[src/rtl/coproc_arbiter.sv]
// Two-port round-robin arbiter and sequencer for the mul/div/shift coprocessor.
// Grants one requester, runs trigger/poll/readback on the sel/go bus, returns results with a one-cycle ack.
module coproc_arbiter #(
    parameter int WIDTH = 16,
    parameter int TMO   = 255
) (
    input  logic             clk,
    input  logic             arstn,
    input  logic             req0,
    input  logic             req1,
    input  logic [1:0]       op0,
    input  logic [1:0]       op1,
    input  logic [1:0]       fmt0,
    input  logic [1:0]       fmt1,
    input  logic [WIDTH-1:0] a0,
    input  logic [WIDTH-1:0] b0,
    input  logic [WIDTH-1:0] c0,
    input  logic [WIDTH-1:0] a1,
    input  logic [WIDTH-1:0] b1,
    input  logic [WIDTH-1:0] c1,
    output logic             ack0,
    output logic             ack1,
    output logic [WIDTH-1:0] res_hi,
    output logic [WIDTH-1:0] res_lo,
    output logic             res_ovf,
    output logic             res_err,
    output logic [10:0]      cp_sel,
    output logic             cp_go,
    output logic [WIDTH-1:0] cp_a,
    output logic [WIDTH-1:0] cp_b,
    output logic [WIDTH-1:0] cp_c,
    input  logic [WIDTH-1:0] cp_y
);

    localparam int            CW      = $clog2(TMO + 2);
    localparam logic [CW-1:0] TMO_C   = CW'(TMO);
    localparam logic [CW-1:0] CNT_ONE = CW'(1);

    typedef enum logic [3:0] {
        S_IDLE, S_TRIG, S_GAP, S_POLL, S_WAIT, S_RHI, S_RLO, S_RCAP, S_DONE
    } state_t;

    state_t           state_q, state_d;
    logic             ptr_q, ptr_d;
    logic             gnt_q, gnt_d;
    logic [1:0]       op_q, op_d;
    logic [1:0]       fmt_q, fmt_d;
    logic [WIDTH-1:0] a_q, a_d, b_q, b_d, c_q, c_d;
    logic [CW-1:0]    cnt_q, cnt_d;
    logic [WIDTH-1:0] hi_q, hi_d, lo_q, lo_d;
    logic             ovf_q, ovf_d;
    logic             err_q, err_d;
    logic             ack0_q, ack0_d;
    logic             ack1_q, ack1_d;

    logic             any_req;
    logic             pick;
    logic [1:0]       pick_op;
    logic             pick_rsvd;
    logic             busy;
    logic             timeout;

    // On a tie the pointer side wins; a lone requester always wins.
    assign any_req   = req0 | req1;
    assign pick      = (req0 & req1) ? ptr_q : req1;
    assign pick_op   = pick ? op1 : op0;
    assign pick_rsvd = (pick_op == 2'b11);
    assign busy      = cp_y[0];
    assign timeout   = (cnt_q == TMO_C);

    function automatic logic [3:0] trig_code(input logic [1:0] op);
        case (op)
            2'b00:   trig_code = 4'h8;
            2'b01:   trig_code = 4'h9;
            default: trig_code = 4'hA;
        endcase
    endfunction

    function automatic logic [3:0] hi_code(input logic [1:0] op);
        case (op)
            2'b00:   hi_code = 4'h2;
            2'b01:   hi_code = 4'h4;
            default: hi_code = 4'h6;
        endcase
    endfunction

    function automatic logic [3:0] lo_code(input logic [1:0] op);
        case (op)
            2'b00:   lo_code = 4'h3;
            2'b01:   lo_code = 4'h5;
            default: lo_code = 4'h7;
        endcase
    endfunction

    always_ff @(posedge clk or negedge arstn) begin
        if (!arstn) begin
            state_q <= S_IDLE;
        end else begin
            state_q <= state_d;
        end
    end

    always_comb begin
        state_d = state_q;
        case (state_q)
            S_IDLE: begin
                if (any_req) begin
                    state_d = pick_rsvd ? S_DONE : S_TRIG;
                end
            end
            S_TRIG: state_d = S_GAP;
            S_GAP:  state_d = S_POLL;
            S_POLL: state_d = S_WAIT;
            S_WAIT: begin
                if (!busy) begin
                    state_d = S_RHI;
                end else if (timeout) begin
                    state_d = S_DONE;
                end
            end
            S_RHI:  state_d = S_RLO;
            S_RLO:  state_d = S_RCAP;
            S_RCAP: state_d = S_DONE;
            S_DONE: state_d = S_IDLE;
            default: state_d = S_IDLE;
        endcase
    end

    // Bus strobes depend on the live busy bit in WAIT, so they stay combinational.
    always_comb begin
        cp_go  = 1'b0;
        cp_sel = '0;
        case (state_q)
            S_TRIG: begin
                cp_go       = 1'b1;
                cp_sel[3:0] = trig_code(op_q);
                if (op_q == 2'b10) begin
                    cp_sel[7:6] = fmt_q;
                end
            end
            S_POLL: cp_go = 1'b1;
            S_WAIT: begin
                if (!busy) begin
                    cp_go       = 1'b1;
                    cp_sel[3:0] = 4'h1;
                end else if (!timeout) begin
                    cp_go = 1'b1;
                end
            end
            S_RHI: begin
                cp_go       = 1'b1;
                cp_sel[3:0] = hi_code(op_q);
            end
            S_RLO: begin
                cp_go       = 1'b1;
                cp_sel[3:0] = lo_code(op_q);
            end
            default: ;
        endcase
    end

    always_comb begin
        ptr_d  = ptr_q;
        gnt_d  = gnt_q;
        op_d   = op_q;
        fmt_d  = fmt_q;
        a_d    = a_q;
        b_d    = b_q;
        c_d    = c_q;
        cnt_d  = cnt_q;
        hi_d   = hi_q;
        lo_d   = lo_q;
        ovf_d  = ovf_q;
        err_d  = err_q;
        ack0_d = 1'b0;
        ack1_d = 1'b0;
        case (state_q)
            S_IDLE: begin
                if (any_req) begin
                    gnt_d = pick;
                    if (req0 & req1) begin
                        ptr_d = ~ptr_q;
                    end
                    op_d  = pick_op;
                    fmt_d = pick ? fmt1 : fmt0;
                    a_d   = pick ? a1 : a0;
                    b_d   = pick ? b1 : b0;
                    c_d   = pick ? c1 : c0;
                    hi_d  = '0;
                    lo_d  = '0;
                    ovf_d = 1'b0;
                    err_d = pick_rsvd;
                    if (pick_rsvd) begin
                        ack0_d = ~pick;
                        ack1_d = pick;
                    end
                end
            end
            S_POLL: cnt_d = '0;
            S_WAIT: begin
                if (busy) begin
                    if (timeout) begin
                        err_d  = 1'b1;
                        hi_d   = '0;
                        lo_d   = '0;
                        ovf_d  = 1'b0;
                        ack0_d = ~gnt_q;
                        ack1_d = gnt_q;
                    end else begin
                        cnt_d = cnt_q + CNT_ONE;
                    end
                end
            end
            S_RHI:  ovf_d = (op_q == 2'b01) & cp_y[8];
            S_RLO:  hi_d  = cp_y;
            S_RCAP: begin
                lo_d   = cp_y;
                ack0_d = ~gnt_q;
                ack1_d = gnt_q;
            end
            default: ;
        endcase
    end

    always_ff @(posedge clk or negedge arstn) begin
        if (!arstn) begin
            ptr_q  <= 1'b0;
            gnt_q  <= 1'b0;
            op_q   <= '0;
            fmt_q  <= '0;
            a_q    <= '0;
            b_q    <= '0;
            c_q    <= '0;
            cnt_q  <= '0;
            hi_q   <= '0;
            lo_q   <= '0;
            ovf_q  <= 1'b0;
            err_q  <= 1'b0;
            ack0_q <= 1'b0;
            ack1_q <= 1'b0;
        end else begin
            ptr_q  <= ptr_d;
            gnt_q  <= gnt_d;
            op_q   <= op_d;
            fmt_q  <= fmt_d;
            a_q    <= a_d;
            b_q    <= b_d;
            c_q    <= c_d;
            cnt_q  <= cnt_d;
            hi_q   <= hi_d;
            lo_q   <= lo_d;
            ovf_q  <= ovf_d;
            err_q  <= err_d;
            ack0_q <= ack0_d;
            ack1_q <= ack1_d;
        end
    end

    assign ack0    = ack0_q;
    assign ack1    = ack1_q;
    assign res_hi  = hi_q;
    assign res_lo  = lo_q;
    assign res_ovf = ovf_q;
    assign res_err = err_q;
    assign cp_a    = a_q;
    assign cp_b    = b_q;
    assign cp_c    = c_q;

endmodule
[config.mk]
export PLATFORM = sky130hd
export DESIGN_NAME = coproc_arbiter
export DESIGN_NICKNAME = d
export VERILOG_FILES = /design/src/rtl/coproc_arbiter.sv
export SDC_FILE = /design/constraint.sdc
export NUM_CORES = 1
export LEC_CHECK = 0
export BUFFER_PORTS_ARGS = -buffer_cell sky130_fd_sc_hd__buf_2
export CAP_MARGIN = 10
export CORE_MARGIN = 3
export CORE_UTILIZATION = 47
export CTS_CLUSTER_DIAMETER = 50
export DETAILED_ROUTE_END_ITERATION = 6
export PLACE_DENSITY = 0.79
export SLEW_MARGIN = 20
export SYNTH_ARGS = -nofsm -noshare
export SYNTH_HDL_FRONTEND = slang
export SYNTH_SLANG_ARGS = --single-unit
[constraint.sdc]
create_clock -name clk -period 2.3 [get_ports clk]
set_input_delay 0.575 -clock clk [delete_from_list [all_inputs] [get_ports clk]]
set_output_delay 0.575 -clock clk [all_outputs]
set_load 0.02 [all_outputs]
After elaboration in Yosys (flattened, before gate mapping)
Index checks and enable logic that the tools add are counted.
{ "classes": {"n_addsub": 1, "eq_ne": 16, "n_mux": 47, "bitwise_logic": 6, "n_reduce_logical": 16} }
{ "ops": {"columns": ["op", "count"], "rows": [
  ["2-to-1 mux 16 bit", 6],
  ["one-hot mux 16 bit (3 select lines)", 2],
  ["one-hot mux 4 bit (8 select lines)", 1],
  ["2-to-1 mux 1 bit", 18],
  ["2-to-1 mux 9 bit", 2],
  ["one-hot mux 9 bit (2 select lines)", 1],
  ["== test 4 x 3 -> 1 bit, second input constant", 4],
  ["2-to-1 mux 4 bit", 4],
  ["one-hot mux 4 bit (4 select lines)", 1],
  ["AND reduction 4 bit", 4],
  ["one-hot mux 3 bit (2 select lines)", 2],
  ["adder 9 x 1 -> 9 bit, second input constant", 1],
  ["== test 9 x 8 -> 1 bit, second input constant", 1],
  ["one-hot mux 1 bit (3 select lines)", 3],
  ["nonzero test 3 bit", 3],
  ["== test 4 x 2 -> 1 bit, second input constant", 2],
  ["2-to-1 mux 2 bit", 4],
  ["!= test 2 bit, second input constant", 4],
  ["AND reduction 3 bit", 2],
  ["== test 2 bit, second input constant", 2],
  ["== test 4 x 1 -> 1 bit, second input constant", 1],
  ["logical NOT 4 bit", 1],
  ["one-hot mux 1 bit (2 select lines)", 2],
  ["one-hot mux 2 bit (2 select lines)", 1],
  ["other kinds (9)", 14]
]} }
{ "totals": {"regBits": 103, "out_inout_bits": 96, "elab_cells": 101} }

Logic depth before layout (Yosys ltp)
{ "depth": {"word_depth": 7, "ltp_mapped": 9, "depth_no_buf": 8} }

Least setup slack after synthesis
Ideal clock, no wire load.
{ "synth_timing": {"path_kind": "register -> output", "startpoint": "register state_q[1]", "endpoint": "output cp_sel[6]", "t_arrival_ps": 1797, "required_ps": 1725, "setup_slack_ps": -72, "stages_incl_launch_ff": 6, "cell_sequence": "dfrtp_1 > clkbuf_1 > nand2b_1 > nor3_1 > and3b_1 > and2_1"} }
{ "synth_via": {"elab_chain_len": 2} }
{ "synth_lines": {"columns": ["element", "line", "rtl"], "rows": [
  ["start, declared", "43", "state_t state_q, state_d;"],
  ["start signal, assigned", "99", "state_q <= state_d;"],
  ["== test 4 x 1 -> 1 bit", "133", "case (state_q)"],
  ["2-to-1 mux 2 bit", "133", null],
  ["end, declared", "27", "output logic [10:0] cp_sel,"]
]} }
Every way passes these cells.

Final worst setup path
{ "layout_timing": {"startpoint": "register cnt_q[1]", "endpoint": "output cp_go"} }
{ "layout_via": {"elab_chain_len": 4} }
{ "layout_lines": {"columns": ["element", "line", "rtl"], "rows": [
  ["start, declared", "49", "logic [CW-1:0] cnt_q, cnt_d;"],
  ["start signal, assigned", "249", "cnt_q <= cnt_d;"],
  ["== test 9 x 8 -> 1 bit", "69", "assign timeout = (cnt_q == TMO_C);"],
  ["2-to-1 mux 1 bit", "146", "end else if (!timeout) begin"],
  ["2-to-1 mux 1 bit", "143", "if (!busy) begin"],
  ["one-hot mux 1 bit (2 select lines)", "133", null],
  ["end, declared", "28", "output logic cp_go,"]
]} }
Every way passes these cells.

==> impl_metrics.tcl <==
set metrics [dict create \
    status "completed" \
    drt_wl_total_um 13300 \
    core_sq_um 9820 \
    final_nets 758 \
    design.portCount 220 \
    cts_hold_buf 0 \
    fp.dieH_um 107 \
    grt_overflow 0 \
    dp_hpwl_um 9920 \
    dr.first_iter.drc_count 367 \
    h-tree-depth 3 \
    ys_types 50 \
    path_clk_slew_ps 100 \
    ys.flop_type "dfrtp_1" \
    rsz0062_at_grt "yes" \
    pre_cts_slack_ps 40.9 \
    dpl.cell_count 748 \
    port_buffers 214 \
    leakage_nw 3.46 \
    seqCellArea_sq_um 2580 \
    crit_start "cnt_q[1]" \
    place.gp.congestion 0.854 \
    setup_ws_ps 30.1 \
    dieArea_sq_um 11400 \
    initial_core_util 0.485 \
    grt_start_max_net_pins 42 \
    ys_seq_area_frac 0.541 \
    holdWs_ps 135 \
    start_kind "flip-flop" \
    period_needed_ps 2270 \
    worstReg2RegStart "cnt_q[1]" \
    layout-drive-gt1-share 0.432 \
    cts_num_sinks 103 \
    antenna_found_initial 0 \
    max-slew-margin-rel 0.591 \
    wl_per_cell_um 17.3 \
    tns_ps 0 \
    synth-edff-count 0 \
    grtUsageTotal 0.226 \
    min_path_type "in -> async" \
    setup_viol 0 \
    slowest_delay_ps 400 \
    n_antenna_cell 0 \
    timing_hold_violations_final 0 \
    path_max_fanout 4 \
    yosys.area.top_type "dfrtp_1" \
    syn_area_sq_um 4760 \
    postRouteAntennaNets 0 \
    postSynthCellCount 414 \
    worstMarginPinSlew_ps 609 \
    grt_pass1_wl_um 20700 \
    cp.required_ps 1730 \
    num_rows 36 \
    synth-seq-cells 103 \
    endpoint_kind "output port" \
    drc_errors 0 \
    fin_cells 770 \
    slowest_stage "dfrtp_1" \
    multiInputGateArea_sq_um 2070 \
    chipWidth_um 107 \
    via_per_inst 5.59 \
    vias 4305 \
    crit_type "reg -> out" \
    skew_ps 9.53 \
    tritoncts "yes" \
    final_max_slew_viol_count 0 \
    synth_top_area_share 0.541 \
    avgSynthCellArea_sq_um 11.5 \
    crit_path_cell_trace "ha_4 > nand3_2 > nor2_2 > ha_2 > a31oi_1 > o21a_1 > buf_6" \
    max-vdd-ir-drop_mv 0.690 \
    cts_max_path_buffers 2 \
    yosys-top-cells-area "dfrtp_1 54%, a22o_1 12%, a21o_1 8.2%, o2bb2ai_1 2.8%, a22oi_1 2.7%" \
    synthToLayoutAreaGrowth_pct 32.9 \
    yosysMostFrequentCell "dfrtp_1" \
    clk_latency_ps 370 \
    cts_made_buffers 9 \
    worstPathArrival_ps 1690 \
    drtPass1Iterations 4 \
    fillers 832 \
    p_per_area_nw_per_um2 1420 \
    power.total_mw 8.96 \
    min_period_over_period 0.987 \
    synthArstFlopShare 1.00 \
    ys_warn_count 0 \
    root_buffer "clkbuf_8" \
    synth.top_cells.by_count "103 x dfrtp_1, 65 x a22o_1, 52 x a21o_1" \
    timing.fmax_ghz 0.441 \
    grt_pass1_vias 4169 \
    cap_violations 0 \
]
## cell type report
type | count | area share
Timing Repair Buffer | 240 | 0.206
Sequential cell | 103 | 0.408
Clock inverter | 6 | 0.00969
Multi-Input combinational cell | 274 | 0.327
Tap cell | 133 | 0.0263
Inverter | 4 | 0.00237
Clock buffer | 10 | 0.0202
## cells in the final DEF, fill, tap and decap left out, types with 2 or more instances in the layout
| cell type | synthesis | layout |
|---|---|---|
| o21ai_0 | 6 | 6 |
| or3b_1 | 2 | 2 |
| xnor2_1 | 5 | 5 |
| a21o_1 | 52 | 52 |
| clkbuf_8 | 0 | 9 |
| buf_2 | 20 | 211 |
| clkinv_2 | 0 | 3 |
| nor2_2 | 1 | 2 |
| nand2b_1 | 5 | 4 |
| buf_6 | 0 | 2 |
| nor4_2 | 3 | 3 |
| nor2_1 | 17 | 15 |
| dfrtp_1 | 103 | 100 |
| a22o_1 | 65 | 65 |
| buf_4 | 5 | 25 |
| nor3_1 | 4 | 3 |
| nor2b_1 | 3 | 3 |
| conb_1 | 1 | 5 |
| nand3_1 | 10 | 9 |
| o2bb2ai_1 | 15 | 15 |
| o21a_1 | 2 | 2 |
| nand4_1 | 2 | 2 |
| mux2i_1 | 3 | 3 |
| dfrtp_2 | 0 | 3 |
| a32o_1 | 2 | 2 |
| a31oi_1 | 2 | 2 |
| inv_1 | 4 | 4 |
| nor3b_1 | 2 | 2 |
| o21ai_1 | 4 | 4 |
| a21oi_1 | 10 | 10 |
| nand2_1 | 13 | 13 |
| a22oi_1 | 17 | 17 |
| and2_1 | 5 | 5 |
| buf_12 | 0 | 2 |
## where the power goes
part / switching [mW] / internal, mW
registers: 0.522 / 2.55
clock network: 0.624 / 0.501
logic: 2.69 / 2.07
total: 3.84 / 5.12
## registers in the layout, summed over array words and instances, names as in the netlist, 2 cells and up
signal,cells
cnt_q,9
state_q,4
fmt_q,2
op_q,2
res_lo,16
cp_a,16
cp_b,16
res_hi,16
cp_c,16
## kinds of logic (layout without fill, tap and decap cells)
group | count (synthesis) | after routing | share of synthesized area
buffers and inverters | 41 | 260 | 0.0418
XOR/XNOR | 6 | 6 | 0.0110
other | 1 | 5 | 0.000787
flip-flops | 103 | 103 | 0.541
adder cells (fa/ha/maj) | 2 | 2 | 0.00525
multiplexers | 3 | 3 | 0.00631
AO/OA/AOI/OAI | 185 | 185 | 0.306
AND/OR/NAND/NOR | 73 | 73 | 0.0875
## path summary, 6_finish.rpt
| kind | end | slack [ps] | cells after the start |
|---|---|---|---|
| setup / recovery | cp_go | 30 | 7 |
| hold / removal | cp_b[8] | 130 | 1 |
| setup reg to reg | res_hi[4] | 140 | 10 |
| hold reg to reg | ptr_q | 470 | 1 |
| max in group asynchronous | cp_c[12] | 1460 | 2 |
| min in group clk | cp_c[0] | 400 | 2 |
## per-stage QoR
| step | utilization | area, sq um |
|---|---|---|
| after floorplan | - | 4780 |
| after global routing | 0.644 | 6330 |
| after detailed placement | 0.614 | 6030 |
| after global placement | 0.614 | 6030 |
| after CTS | 0.637 | 6250 |
| final | 0.644 | 6330 |
## what timing repair did
action / CTS / global route
pin swaps: 2 / 2
setup endpoints to repair: 2 / 35
resized for setup: 5 / 10
setup buffers: 3 / 3
## routing by layer
metal  vias up  part of all wire  global-route usage
met3        15             0.062              0.0379
met1      2146              0.42               0.297
li1       1985                 -                   -
met5         -                 0                   0
met4         0             0.013              0.0868
met2       159              0.51               0.377
## critical path, delay by kind of cell, from the launching register on
family / cells / cell delay, ps
buffers and inverters: 1 / 130
AND/OR/NAND/NOR: 2 / 180
AO/OA/AOI/OAI: 2 / 270
adder cells (fa/ha/maj): 2 / 360
flip-flops: 1 / 400
(Power assumes the default switching activity.)
